==> config.mk <==
export PLATFORM = sky130hd
export DESIGN_NAME = pll_reconfig_sequencer
export DESIGN_NICKNAME = d
export VERILOG_FILES = /design/src/rtl/pll_reconfig_sequencer.sv
export SDC_FILE = /design/constraint.sdc
export NUM_CORES = 1
export LEC_CHECK = 0
export BUFFER_PORTS_ARGS = -buffer_cell sky130_fd_sc_hd__buf_2
export CAP_MARGIN = 20
export CORE_AREA = 2 2 258 260
export DETAILED_ROUTE_END_ITERATION = 10
export DIE_AREA = 0 0 260 262
export PLACE_DENSITY = 0.43
export REMOVE_ABC_BUFFERS = 1
export SYNTH_ARGS = -nofsm -noshare
export SYNTH_HDL_FRONTEND = slang
export SYNTH_SLANG_ARGS = --single-unit
==> constraint.sdc <==
create_clock -name refclk -period 4.2 [get_ports refclk]
set_clock_uncertainty 0.1 [all_clocks]
set_input_delay 0.42 -clock refclk [delete_from_list [all_inputs] [get_ports refclk]]
set_output_delay 0.42 -clock refclk [all_outputs]
set_load 0.02 [all_outputs]
==> src/rtl/pll_reconfig_sequencer.sv <==
// -----------------------------------------------------------------------------
// pll_reconfig_sequencer
// Drives the Avalon-MM management port of a reconfigurable PLL. On a start
// request it writes the mode register, streams the selected clock plan's
// counter / fractional-divider registers, triggers reconfiguration and waits
// for a stable lock, retrying the whole sequence on a lock timeout. The core
// is held in reset whenever the PLL clocks cannot be trusted.
// -----------------------------------------------------------------------------
module pll_reconfig_sequencer #(
    parameter int NUM_MODES    = 2,
    parameter int NUM_REGS     = 8,
    parameter int ADDR_W       = 6,
    parameter int DATA_W       = 32,
    parameter int LOCK_TIMEOUT = 65535,
    parameter int LOCK_STABLE  = 1024,
    parameter int RETRY_MAX    = 3,
    localparam int MODE_W      = (NUM_MODES > 1) ? $clog2(NUM_MODES) : 1
) (
    input  logic                                 refclk,
    input  logic                                 rst,
    input  logic                                 start,
    input  logic [MODE_W-1:0]                    mode_sel,
    input  logic [NUM_MODES*NUM_REGS*ADDR_W-1:0] cfg_addr,
    input  logic [NUM_MODES*NUM_REGS*DATA_W-1:0] cfg_data,
    output logic [ADDR_W-1:0]                    mgmt_address,
    output logic                                 mgmt_write,
    output logic [DATA_W-1:0]                    mgmt_writedata,
    input  logic                                 mgmt_waitrequest,
    input  logic                                 pll_locked,
    output logic                                 busy,
    output logic                                 done,
    output logic                                 error,
    output logic [MODE_W-1:0]                    active_mode,
    output logic                                 hold_reset
);

    // ---------------------------------------------------------------------
    // Derived sizes
    // ---------------------------------------------------------------------
    localparam int ENTRIES = NUM_MODES * NUM_REGS;
    localparam int ENT_W   = (ENTRIES > 1) ? $clog2(ENTRIES) : 1;
    localparam int IDX_W   = (NUM_REGS > 1) ? $clog2(NUM_REGS) : 1;
    localparam int ST_W    = $clog2(LOCK_STABLE + 1);
    localparam int TO_W    = $clog2(LOCK_TIMEOUT + 1);
    localparam int RT_W    = (RETRY_MAX > 0) ? $clog2(RETRY_MAX + 1) : 1;

    // Fixed register map of the reconfiguration IP
    localparam logic [ADDR_W-1:0] MODE_REG_ADDR  = ADDR_W'(0);
    localparam logic [DATA_W-1:0] MODE_REG_DATA  = DATA_W'(0);   // waitrequest mode
    localparam logic [ADDR_W-1:0] START_REG_ADDR = ADDR_W'(2);
    localparam logic [DATA_W-1:0] START_REG_DATA = DATA_W'(1);

    typedef enum logic [3:0] {
        ST_INIT_LOCK = 4'd0,
        ST_IDLE      = 4'd1,
        ST_MODE_WR   = 4'd2,
        ST_PARAM_WR  = 4'd3,
        ST_START_WR  = 4'd4,
        ST_WAIT_IP   = 4'd5,
        ST_LOCK_WAIT = 4'd6,
        ST_DONE      = 4'd7,
        ST_FAIL      = 4'd8
    } state_t;

    // ---------------------------------------------------------------------
    // Declarations
    // ---------------------------------------------------------------------
    state_t              state_r;
    state_t              state_nxt_s;

    logic                meta_r;
    logic                locked_sync_r;
    logic [ST_W-1:0]     stab_cnt_r;
    logic                stable_s;

    logic [MODE_W-1:0]   mode_r;
    logic [IDX_W-1:0]    idx_r;
    logic [TO_W-1:0]     to_cnt_r;
    logic [RT_W-1:0]     retry_r;

    logic [MODE_W-1:0]   mode_nxt_s;
    logic [IDX_W-1:0]    idx_nxt_s;
    logic [TO_W-1:0]     to_nxt_s;
    logic [RT_W-1:0]     retry_nxt_s;

    logic                wr_nxt_s;
    logic [ADDR_W-1:0]   addr_nxt_s;
    logic [DATA_W-1:0]   data_nxt_s;
    logic                busy_nxt_s;
    logic                done_nxt_s;
    logic                error_nxt_s;
    logic [MODE_W-1:0]   active_nxt_s;
    logic                hold_nxt_s;

    logic                xfer_done_s;
    logic                mode_ok_s;
    logic                last_param_s;
    logic [IDX_W-1:0]    idx_inc_s;
    logic [ENT_W-1:0]    ent_first_s;
    logic [ENT_W-1:0]    ent_next_s;

    logic [ADDR_W-1:0]   tab_addr_s [ENTRIES];
    logic [DATA_W-1:0]   tab_data_s [ENTRIES];

    // ---------------------------------------------------------------------
    // Configuration table unpacking: entry (m,r) lives at m*NUM_REGS+r
    // ---------------------------------------------------------------------
    for (genvar g = 0; g < ENTRIES; g++) begin : g_tab
        assign tab_addr_s[g] = cfg_addr[g*ADDR_W +: ADDR_W];
        assign tab_data_s[g] = cfg_data[g*DATA_W +: DATA_W];
    end

    // A write completes on the first edge with write high and no waitrequest
    assign xfer_done_s  = mgmt_write & ~mgmt_waitrequest;
    assign mode_ok_s    = (int'(mode_sel) < NUM_MODES);
    assign stable_s     = (stab_cnt_r == ST_W'(LOCK_STABLE));
    assign last_param_s = (idx_r == IDX_W'(NUM_REGS - 1));

    // Clamped increment keeps the look-ahead table index inside the array
    assign idx_inc_s    = last_param_s ? idx_r : (idx_r + IDX_W'(1));
    assign ent_first_s  = ENT_W'(mode_r) * ENT_W'(NUM_REGS);
    assign ent_next_s   = ent_first_s + ENT_W'(idx_inc_s);

    // Two-flop synchroniser for the asynchronous PLL lock indication
    always_ff @(posedge refclk or posedge rst) begin
        if (rst) begin
            meta_r        <= 1'b0;
            locked_sync_r <= 1'b0;
        end else begin
            meta_r        <= pll_locked;
            locked_sync_r <= meta_r;
        end
    end

    // Consecutive-lock counter: saturates at LOCK_STABLE, clears on any low
    always_ff @(posedge refclk or posedge rst) begin
        if (rst) begin
            stab_cnt_r <= ST_W'(0);
        end else if (!locked_sync_r) begin
            stab_cnt_r <= ST_W'(0);
        end else if (!stable_s) begin
            stab_cnt_r <= stab_cnt_r + ST_W'(1);
        end else begin
            stab_cnt_r <= stab_cnt_r;
        end
    end

    // Sequencer state register
    always_ff @(posedge refclk or posedge rst) begin
        if (rst) begin
            state_r <= ST_INIT_LOCK;
        end else begin
            state_r <= state_nxt_s;
        end
    end

    // Next-state and next-output decode; every output is registered below
    always_comb begin
        state_nxt_s  = state_r;
        mode_nxt_s   = mode_r;
        idx_nxt_s    = idx_r;
        to_nxt_s     = to_cnt_r;
        retry_nxt_s  = retry_r;
        wr_nxt_s     = mgmt_write;
        addr_nxt_s   = mgmt_address;
        data_nxt_s   = mgmt_writedata;
        busy_nxt_s   = busy;
        done_nxt_s   = 1'b0;
        error_nxt_s  = error;
        active_nxt_s = active_mode;
        hold_nxt_s   = hold_reset;

        case (state_r)
            ST_INIT_LOCK: begin
                if (stable_s) begin
                    hold_nxt_s  = 1'b0;
                    state_nxt_s = ST_IDLE;
                end else begin
                    hold_nxt_s  = 1'b1;
                    state_nxt_s = ST_INIT_LOCK;
                end
            end

            // IDLE and FAIL accept a new request identically; only IDLE
            // watches for lock loss, FAIL already holds the core in reset.
            ST_IDLE, ST_FAIL: begin
                if ((state_r == ST_IDLE) && !locked_sync_r) begin
                    hold_nxt_s  = 1'b1;
                    state_nxt_s = ST_INIT_LOCK;
                end else if (start && mode_ok_s) begin
                    mode_nxt_s  = mode_sel;
                    error_nxt_s = 1'b0;
                    retry_nxt_s = RT_W'(0);
                    busy_nxt_s  = 1'b1;
                    hold_nxt_s  = 1'b1;
                    wr_nxt_s    = 1'b1;
                    addr_nxt_s  = MODE_REG_ADDR;
                    data_nxt_s  = MODE_REG_DATA;
                    state_nxt_s = ST_MODE_WR;
                end else if (start) begin
                    error_nxt_s = 1'b1;
                end else begin
                    state_nxt_s = state_r;
                end
            end

            ST_MODE_WR: begin
                if (xfer_done_s) begin
                    idx_nxt_s   = IDX_W'(0);
                    wr_nxt_s    = 1'b1;
                    addr_nxt_s  = tab_addr_s[ent_first_s];
                    data_nxt_s  = tab_data_s[ent_first_s];
                    state_nxt_s = ST_PARAM_WR;
                end else begin
                    state_nxt_s = ST_MODE_WR;
                end
            end

            ST_PARAM_WR: begin
                if (xfer_done_s) begin
                    if (last_param_s) begin
                        wr_nxt_s    = 1'b1;
                        addr_nxt_s  = START_REG_ADDR;
                        data_nxt_s  = START_REG_DATA;
                        state_nxt_s = ST_START_WR;
                    end else begin
                        idx_nxt_s   = idx_inc_s;
                        wr_nxt_s    = 1'b1;
                        addr_nxt_s  = tab_addr_s[ent_next_s];
                        data_nxt_s  = tab_data_s[ent_next_s];
                        state_nxt_s = ST_PARAM_WR;
                    end
                end else begin
                    state_nxt_s = ST_PARAM_WR;
                end
            end

            ST_START_WR: begin
                if (xfer_done_s) begin
                    wr_nxt_s    = 1'b0;
                    state_nxt_s = ST_WAIT_IP;
                end else begin
                    state_nxt_s = ST_START_WR;
                end
            end

            // The IP keeps waitrequest high while it reprograms the PLL
            ST_WAIT_IP: begin
                if (!mgmt_waitrequest) begin
                    to_nxt_s    = TO_W'(0);
                    state_nxt_s = ST_LOCK_WAIT;
                end else begin
                    state_nxt_s = ST_WAIT_IP;
                end
            end

            ST_LOCK_WAIT: begin
                if (stable_s) begin
                    active_nxt_s = mode_r;
                    done_nxt_s   = 1'b1;
                    busy_nxt_s   = 1'b0;
                    hold_nxt_s   = 1'b0;
                    state_nxt_s  = ST_DONE;
                end else if (to_cnt_r == TO_W'(LOCK_TIMEOUT)) begin
                    if (retry_r < RT_W'(RETRY_MAX)) begin
                        retry_nxt_s = retry_r + RT_W'(1);
                        wr_nxt_s    = 1'b1;
                        addr_nxt_s  = MODE_REG_ADDR;
                        data_nxt_s  = MODE_REG_DATA;
                        state_nxt_s = ST_MODE_WR;
                    end else begin
                        error_nxt_s = 1'b1;
                        busy_nxt_s  = 1'b0;
                        state_nxt_s = ST_FAIL;
                    end
                end else begin
                    to_nxt_s    = to_cnt_r + TO_W'(1);
                    state_nxt_s = ST_LOCK_WAIT;
                end
            end

            // done is high for exactly this one cycle; start is not sampled
            ST_DONE: begin
                state_nxt_s = ST_IDLE;
            end

            default: begin
                wr_nxt_s    = 1'b0;
                busy_nxt_s  = 1'b0;
                hold_nxt_s  = 1'b1;
                state_nxt_s = ST_INIT_LOCK;
            end
        endcase
    end

    // Registered outputs and sequencer bookkeeping
    always_ff @(posedge refclk or posedge rst) begin
        if (rst) begin
            mgmt_write     <= 1'b0;
            mgmt_address   <= ADDR_W'(0);
            mgmt_writedata <= DATA_W'(0);
            busy           <= 1'b0;
            done           <= 1'b0;
            error          <= 1'b0;
            active_mode    <= MODE_W'(0);
            hold_reset     <= 1'b1;
            mode_r         <= MODE_W'(0);
            idx_r          <= IDX_W'(0);
            to_cnt_r       <= TO_W'(0);
            retry_r        <= RT_W'(0);
        end else begin
            mgmt_write     <= wr_nxt_s;
            mgmt_address   <= addr_nxt_s;
            mgmt_writedata <= data_nxt_s;
            busy           <= busy_nxt_s;
            done           <= done_nxt_s;
            error          <= error_nxt_s;
            active_mode    <= active_nxt_s;
            hold_reset     <= hold_nxt_s;
            mode_r         <= mode_nxt_s;
            idx_r          <= idx_nxt_s;
            to_cnt_r       <= to_nxt_s;
            retry_r        <= retry_nxt_s;
        end
    end

endmodule

Word level (Yosys, flattened, before mapping)
Index checks and enable logic that the tools add are counted.

Eq/ne operators: 29. Add/sub/neg operators: 5. Multiplexer cells: 83. Reductions and logical operators: 22. Bitwise gates (word level): 8. $lt $le $gt $ge: 3.

Operators with widths (count): two-way mux 32 bit (12); binary-select mux 32 bit (select 4 bit) (2); case mux 32 bit (4 select lines) (1); two-way mux 6 bit (12); binary-select mux 6 bit (select 4 bit) (2); two-way mux 16 bit (3); case mux 16 bit (2 select lines) (1); case mux 4 bit (8 select lines) (1); inequality test 2 bit (second input constant) (14); two-way mux 4 bit (6); case mux 6 bit (4 select lines) (1); two-way mux 1 bit (23); two-way mux 11 bit (2); adder 16 x 1 -> 16 bit (second input constant) (1); == test 16 bit (second input constant) (1); == test 4 x 3 -> 1 bit (second input constant) (4); AND reduction 8 bit (2); two-way mux 3 bit (5); two-way mux 2 bit (6); AND reduction 6 bit (2); adder 11 x 1 -> 11 bit (second input constant) (1); == test 11 bit (second input constant) (1); >= comparator 5 bit (second input constant) (2); NOT 4 -> 5 bit (2); other kinds (31) (43).

Register bits: 83. Logic and storage cells: 166. Output and inout port bits: 44. Input port bits: 614.

Depth between registers and ports, before layout
Gate-level depths: netlist (run 1).

Depth after elaboration: 10. Gate-level depth with buffers: 11. Depth with buffers taken out: 7.

Worst setup path after synthesis (run 1)
No wires, ideal clock.

Kind: reg-to-reg. Start: register idx_r[1]. End: register mgmt_address[5]. Arrival time: 2.245 ns. Setup time: 0.126 ns. Path slack: 1.729 ns. Data required time: 3.974 ns. Path buffers: 2. Clock period less this slack: 2.471 ns. Cell stages (with the launch flop): 10. Cell sequence: dfrtp_1 > ha_1 > and3b_1 > clkbuf_1 > nor2_2 > buf_1 > mux2_2 > o221ai_1 > a31oi_1 > a221o_1.

Cells in the longest elaborated chain, start to end: 10. Elaborated cells between the ends (all ways): 11. Classes of those cells: add/sub: 2; eq/ne: 1; mux: 7; bitwise: 1.

Ends and longest elaborated chain: start, declared (line 77) `logic [IDX_W-1:0] idx_r;`; start signal, assigned (line 321) `idx_r <= idx_nxt_s;`; adder 3 x 1 -> 3 bit / == test 3 bit (equally long branches) (line 120, 117); two-way mux 3 bit (line 120) `assign idx_inc_s = last_param_s ? idx_r : (idx_r + IDX_W'(1));`; adder 4 x 3 -> 4 bit (line 122) `assign ent_next_s = ent_first_s + ENT_W'(idx_inc_s);`; NOT 4 -> 5 bit (implied by the code) (line 229) `addr_nxt_s = tab_addr_s[ent_next_s];`; binary-select mux 6 bit (select 4 bit) (line 229); two-way mux 6 bit (implied by the code) (2 in series) (line 229); two-way mux 6 bit * (line 221) `if (last_param_s) begin`; two-way mux 6 bit * (line 220) `if (xfer_done_s) begin`; case mux 6 bit (4 select lines) * (line 173) `case (state_r)`; end signal, assigned (line 313) `mgmt_address <= addr_nxt_s;`; end, declared (line 25) `output logic [ADDR_W-1:0] mgmt_address,`.

Mark *: on every way between the ends. The rest lies on a longest branch, timed or not. The select of a mux whose other input is x is not followed. A chain may end at the register's enable or synchronous reset.

Final worst setup path (run 1)
Start: register idx_r[0]. End: register mgmt_writedata[1].

Cells in the longest elaborated chain, start to end: 10. Elaborated cells between the ends (all ways): 11. Classes of those cells: add/sub: 2; eq/ne: 1; mux: 7; bitwise: 1.

Ends and longest elaborated chain: adder 3 x 1 -> 3 bit / == test 3 bit (equally long branches) (line 120, 117); two-way mux 3 bit (line 120); adder 4 x 3 -> 4 bit (line 122); NOT 4 -> 5 bit (implied by the code) (line 230) `data_nxt_s = tab_data_s[ent_next_s];`; binary-select mux 32 bit (select 4 bit) (line 230); two-way mux 32 bit (implied by the code) (2 in series) (line 230); two-way mux 32 bit * (line 221); two-way mux 32 bit * (line 220); case mux 32 bit (4 select lines) * (line 173); end signal, assigned (line 314) `mgmt_writedata <= data_nxt_s;`; end, declared (line 27) `output logic [DATA_W-1:0] mgmt_writedata,`.

Marked as above.

==> results of run 1 <==
-- flip-flops by register name (all words and copies together) (netlist names), 2 cells and up --
| register | cells |
|---|---|
| mgmt_writedata | 32 |
| to_cnt_r | 16 |
| stab_cnt_r | 11 |
| mgmt_address | 6 |
| state_r | 4 |
| idx_r | 3 |
| retry_r | 2 |
-- routing by layer --
metal  share of wire, %  GRT usage (%)  vias up
met3                7.3           4.21      106
li1                   -              -     5481
met1                 39           21.0     5956
met4                3.7           7.28       16
met5               0.16              0        -
met2                 50           32.2      600
-- metrics by stage --
stage               cell area [sq um]  cells
floorplan                        9000    986
global placement                13800   2549
detailed placement              13800   2549
CTS                             14100   2565
global route                    14200   2573
finish                          14200   2573
-- cells in the final DEF, fill, tap and decap left out, types with 33 or more instances in the layout --
master	count
a221oi_1	37
a32o_1	33
mux2i_1	150
dfrtp_1	80
o221ai_1	35
a221o_1	33
buf_2	657
a31oi_1	35
nand2_1	190
buf_4	35
mux4_2	36
nor2_1	72
mux2_2	39
-- cells in the mapped netlist (4+ instances only) --
| cell type | instances | share of area [%] |
|---|---|---|
| dfrtp_1 | 82 | 22 |
| or3_1 | 8 | 0.53 |
| buf_6 | 4 | 0.47 |
| o21ai_0 | 21 | 1.1 |
| a21oi_1 | 15 | 0.79 |
| ha_1 | 5 | 0.66 |
| a211oi_1 | 19 | 1.5 |
| buf_1 | 11 | 0.43 |
| a221o_1 | 33 | 3.5 |
| nor4_1 | 11 | 0.72 |
| xnor2_1 | 11 | 1.0 |
| nand4_1 | 12 | 0.79 |
| nand3_1 | 24 | 1.3 |
| clkbuf_1 | 34 | 1.3 |
| a31oi_1 | 35 | 2.3 |
| buf_4 | 8 | 0.63 |
| nor3_1 | 11 | 0.58 |
| mux2i_1 | 150 | 16 |
| xor2_1 | 5 | 0.46 |
| nand2_1 | 192 | 7.6 |
| a32o_1 | 33 | 3.5 |
| a2111oi_0 | 4 | 0.37 |
| nor2_2 | 4 | 0.26 |
| nand3b_1 | 4 | 0.32 |
| nor2_1 | 72 | 2.8 |
| nor2b_1 | 10 | 0.66 |
| a22o_1 | 4 | 0.37 |
| mux2_2 | 39 | 4.6 |
| a221oi_1 | 37 | 3.4 |
| o221ai_1 | 35 | 3.2 |
| inv_1 | 10 | 0.40 |
| and2_1 | 8 | 0.53 |
| buf_2 | 43 | 2.3 |
| nor3b_1 | 5 | 0.40 |
| mux4_2 | 36 | 8.5 |
| a21boi_0 | 4 | 0.32 |
-- final timing paths --
kind	end	from
setup reg to reg	mgmt_writedata[1]	idx_r[0]
hold reg to reg	locked_sync_r	meta_r
setup / recovery	mgmt_writedata[1]	idx_r[0]
hold / removal	meta_r	pll_locked
min in group asynchronous	mgmt_address[3]	rst
max in group asynchronous	mgmt_writedata[5]	rst
-- power by group through the flow --
stage	clock network [W]	registers, W	logic (W)
6_report	0.000892	0.00130	0.00588
3_3_place_gp	0	0.00131	0.00592
2_1_floorplan	0	0.00148	0.00363
5_1_grt	0.000980	0.00133	0.00628
4_1_cts	0.000958	0.00129	0.00596
3_5_place_dp	0	0.00130	0.00594
-- layout make-up --
| cell class | instances | area [sq um] |
|---|---|---|
| Antenna cell | 8 | 20.0 |
| Clock buffer | 9 | 225 |
| Timing Repair Buffer | 699 | 3690 |
| Inverter | 10 | 40.0 |
| Fill cell | 7351 | 51100 |
| Multi-Input combinational cell | 893 | 6930 |
| Tap cell | 864 | 1080 |
| Sequential cell | 83 | 2090 |
| Clock inverter | 7 | 81.3 |
-- kinds of logic after synthesis --
group | count (synthesis) | synth area share [%]
mux | 225 | 29.0
flops | 83 | 21.9
buf+inv | 110 | 5.55
compound gates | 267 | 22.9
fa+ha+maj | 5 | 0.659
simple gates | 380 | 18.5
xor+xnor | 16 | 1.48
==> qor.txt, run 1 <==
Outcome: finished, final reports clean
Hold Path Depth: 1
Initial Util: 14.5%
First-pass GRT wire length: 88.7 mm
Core Region: 0.0653 sq mm
Post-CTS Setup Bufs: 0
Net Sw Frac: 52.2%
Setup slack, reg-to-reg: 590 ps
Synth Flop Type: dfrtp_1
Critical path type: reg -> reg
FF-to-FF path depth: 9
Final setup fails: 0
Leakage: 6.80 nW
Maximum fanout along the worst path: 35
IO Count: 658
P&R area growth vs syn: 49.1%
Synth cell types: 66
Initial antenna violation count: 28
Layout cells sized above 1: 48.3%
H-tree Lvls: 3
Crit end category: register
Vias per cell: 4.73
Sink Count: 83
Row cnt: 94
Post-cts sizing count: 0
ANT nets after route: 0
Register share of total power: 16.1%
CTS tree: built
Gpl congestion: 0.941
Die Height: 262 um
NetSw: 0.00421 W
Die W: 260 um
Detailed Routing Iterations Pass 1: 5
Total Power: 0.00807 W
Total Wirelength: 65.4 mm
Residual DRC: 0
Post-synth ARST share: 100%
Crit path required time: 4380 ps
Count of pins over their slew limit: 0
Worst stage delay on the critical path: 620 ps
Internal Power: 0.00386 W
Cells after synthesis: 1086
Fmax: 0.277 GHz
DR iter-0 viols: 916
I/O Buffers: 657
Root Driver: clkbuf_16
Final Hold Fails: 0
Worst path cell trace: buf_4 -> and3b_1 -> nor2_4 -> buf_12 -> buf_12 -> mux2_2 -> o221ai_1 -> a31oi_1 -> a221o_1
All-Layer GR Usage: 18.2%
Pin count of the biggest net entering global routing: 62
Setup crit start kind: register
CP Depth: 9
Syn avg cell area: 8.74 sq um
Critical path's slowest cell: dfrtp_4
Max-Cap Viols: 0
Slew margin rel.: 41.5%
Max Buffers Root-to-Sink: 2
Final worst-path cycle share: 86.0%
Synthesized area: 0.00949 sq mm
Power Dens Cells: 570 mW/mm^2
RSZ-0062 raised after global routing: no
Skew-Pair Late Insertion Delay: 390 ps
CP top delay family: buffers and inverters
Number of synthesized flops with an enable pin: 0
Avg WL per Cell: 25.4 um
HPWL Detailed: 53.1 mm
Maximum VDD drop: 0.310 mV
Comb power frac: 72.9%
Utilization after layout: 21.7%
Most used cell, CP: buf_12
CTS clk-pin slew, worst paths: 80 ps
Clock network fraction of total power: 11.1%
WP data arrival: 3790 ps
Post-route setup slack: 590 ps
Flops & latches, synth: 83
Die area: 0.0681 sq mm
Minimum clock period: 3610 ps
Setup tns final: 0 ps
Buffers and inverters on the worst path: 3
TritonCTS buffer count: 9
Synthesis Warnings: 0
Vias post-DR: 12200
Hold bufs inserted after CTS: 0
Total gr overflow: 0
Hold Path Class: in -> reg
Worst Tran Pin Value: 877 ps
Placement Setup Slack: 539 ps
Number of global-route vias before repair: 12600
Hold WS: 38.9 ps
Final net count: 2315
Register area share after synthesis: 21.9%
Power figures use the tool's default switching activity.
==> run 2: changes to the inputs <==
BUFFER_PORTS_ARGS = -buffer_cell sky130_fd_sc_hd__buf_4   (was -buffer_cell sky130_fd_sc_hd__buf_2)
SLEW_MARGIN = 20   (was unset)
==> qor.txt, run 2 (synthesis results as in run 1) <==
Outcome: finished, final reports clean
DP Area: 0.0154 sq mm
Initial Util: 14.5%
Post-CTS Setup Bufs: 0
Setup slack, reg-to-reg: 740 ps
Initial antenna violation count: 18
Post-cts sizing count: 0
Count of pins over their slew limit: 0
Gpl congestion: 0.898
Final Hold Fails: 0
Die Height: 262 um
Critical path type: reg -> reg
Final instance area: 0.0157 sq mm
CTS clk-pin slew, worst paths: 80 ps
Commonest non-fill, non-tap cell in the layout: buf_4
Sink Count: 83
Max Buffers Root-to-Sink: 2
All-Layer GR Usage: 18.3%
Final worst-path cycle share: 82.3%
Row cnt: 94
Core Region: 0.0653 sq mm
Critical path's slowest cell: and2_2
Worst path cell trace: ha_4 -> a21boi_1 -> a21oi_4 -> and2_2 -> buf_4 -> a221oi_1 -> a221o_1
Pin count of the biggest net entering global routing: 97
H-tree Lvls: 3
Worst stage delay on the critical path: 670 ps
Final net count: 2305
DR iter-0 viols: 925
WP data arrival: 3620 ps
ANT nets after route: 0
Worst Tran Pin Value: 907 ps
Utilization after layout: 24.1%
Largest register by flop count: mgmt_writedata
Largest register FFs: 32
Final setup fails: 0
Hold Path Class: in -> reg
Buffers and inverters on the worst path: 1
Leakage: 7.32 nW
Number of global-route vias before repair: 12700
Post-route setup slack: 742 ps
Crit path required time: 4360 ps
RSZ-0062 raised after global routing: no
Setup crit start kind: register
HPWL Detailed: 52.6 mm
Fmax: 0.289 GHz
Layout cells sized above 1: 48.0%
Power Dens Cells: 532 mW/mm^2
IO Count: 658
Hold bufs inserted after CTS: 0
Largest regs: mgmt_writedata (32), to_cnt_r (16), stab_cnt_r (11)
First-pass GRT wire length: 90.0 mm
Total gr overflow: 0
Most frequent cells in the layout: buf_4, nand2_1, mux2i_1, dfrtp_1, nor2_1
CP top delay family: compound AO/OA/AOI/OAI gates
Placement Setup Slack: 730 ps
Maximum VDD drop: 0.432 mV
Root Driver: clkbuf_16
Slew margin rel.: 39.6%
Vias post-DR: 12100
Total Wirelength: 65.7 mm
I/O Buffers: 657
P&R area growth vs syn: 65.6%
Crit end category: register
Maximum fanout along the worst path: 25
Vias per cell: 4.72
Die W: 260 um
Die area: 0.0681 sq mm
Minimum clock period: 3460 ps
Max-Cap Viols: 0
Skew-Pair Late Insertion Delay: 400 ps
CTS tree: built
TritonCTS buffer count: 9
Avg WL per Cell: 25.7 um
Residual DRC: 0
Detailed Routing Iterations Pass 1: 7
-- run 2: cell types whose count changed in the layout (fill, tap and decap cells not counted), sizes merged --
cell and delta:
buf -10, diode -1, bufinv +1, clkbuf +1, clkinv -2
-- run 2: area by class of cell --
cell class                 instances  area [sq um]
sequential                        83          2090
tap                              864          1080
fill                            7198         49600
antenna                            7          17.5
clock inverter                     6          78.8
clock buffer                      10           239
timing repair buffer             689          5250
multi-input combinational        893          6930
inverter                          10          40.0
-- run 2: final timing paths --
kind,end,depth (start not counted),start
max in group asynchronous,mgmt_writedata[24],3,rst
min,meta_r,1,pll_locked
max reg2reg,mgmt_writedata[28],7,idx_r[0]
min in group asynchronous,stab_cnt_r[7],2,rst
max,mgmt_writedata[28],7,idx_r[0]
min reg2reg,locked_sync_r,0,meta_r
-- run 2: power breakdown --
part	switching, W	internal, W
combinational	0.00351	0.00265
clock	0.000461	0.000492
sequential	0.000243	0.000998
-- run 2: per-stage QoR --
stage | TNS (ps) | instances | total power, W | hold WS [ps]
CTS | 0 | 2555 | 0.00847 | 17.7
floorplan | -193430 | 986 | 0.00510 | 231
detailed placement | 0 | 2539 | 0.00747 | 246
global placement | 0 | 2539 | 0.00744 | 234
global route | 0 | 2561 | 0.00885 | 26.6
finish | 0 | 2562 | 0.00836 | 49.4
-- run 2: routing by layer --
layer  vias to the layer above  global-route usage [%]  part of all wire, %
li1                       5445                       -                    -
met1                      5916                    21.7                   39
met2                       646                    33.2                   51
met3                        87                    3.37                  7.0
met4                         6                    5.78                  2.5
met5                         -                       0                0.055
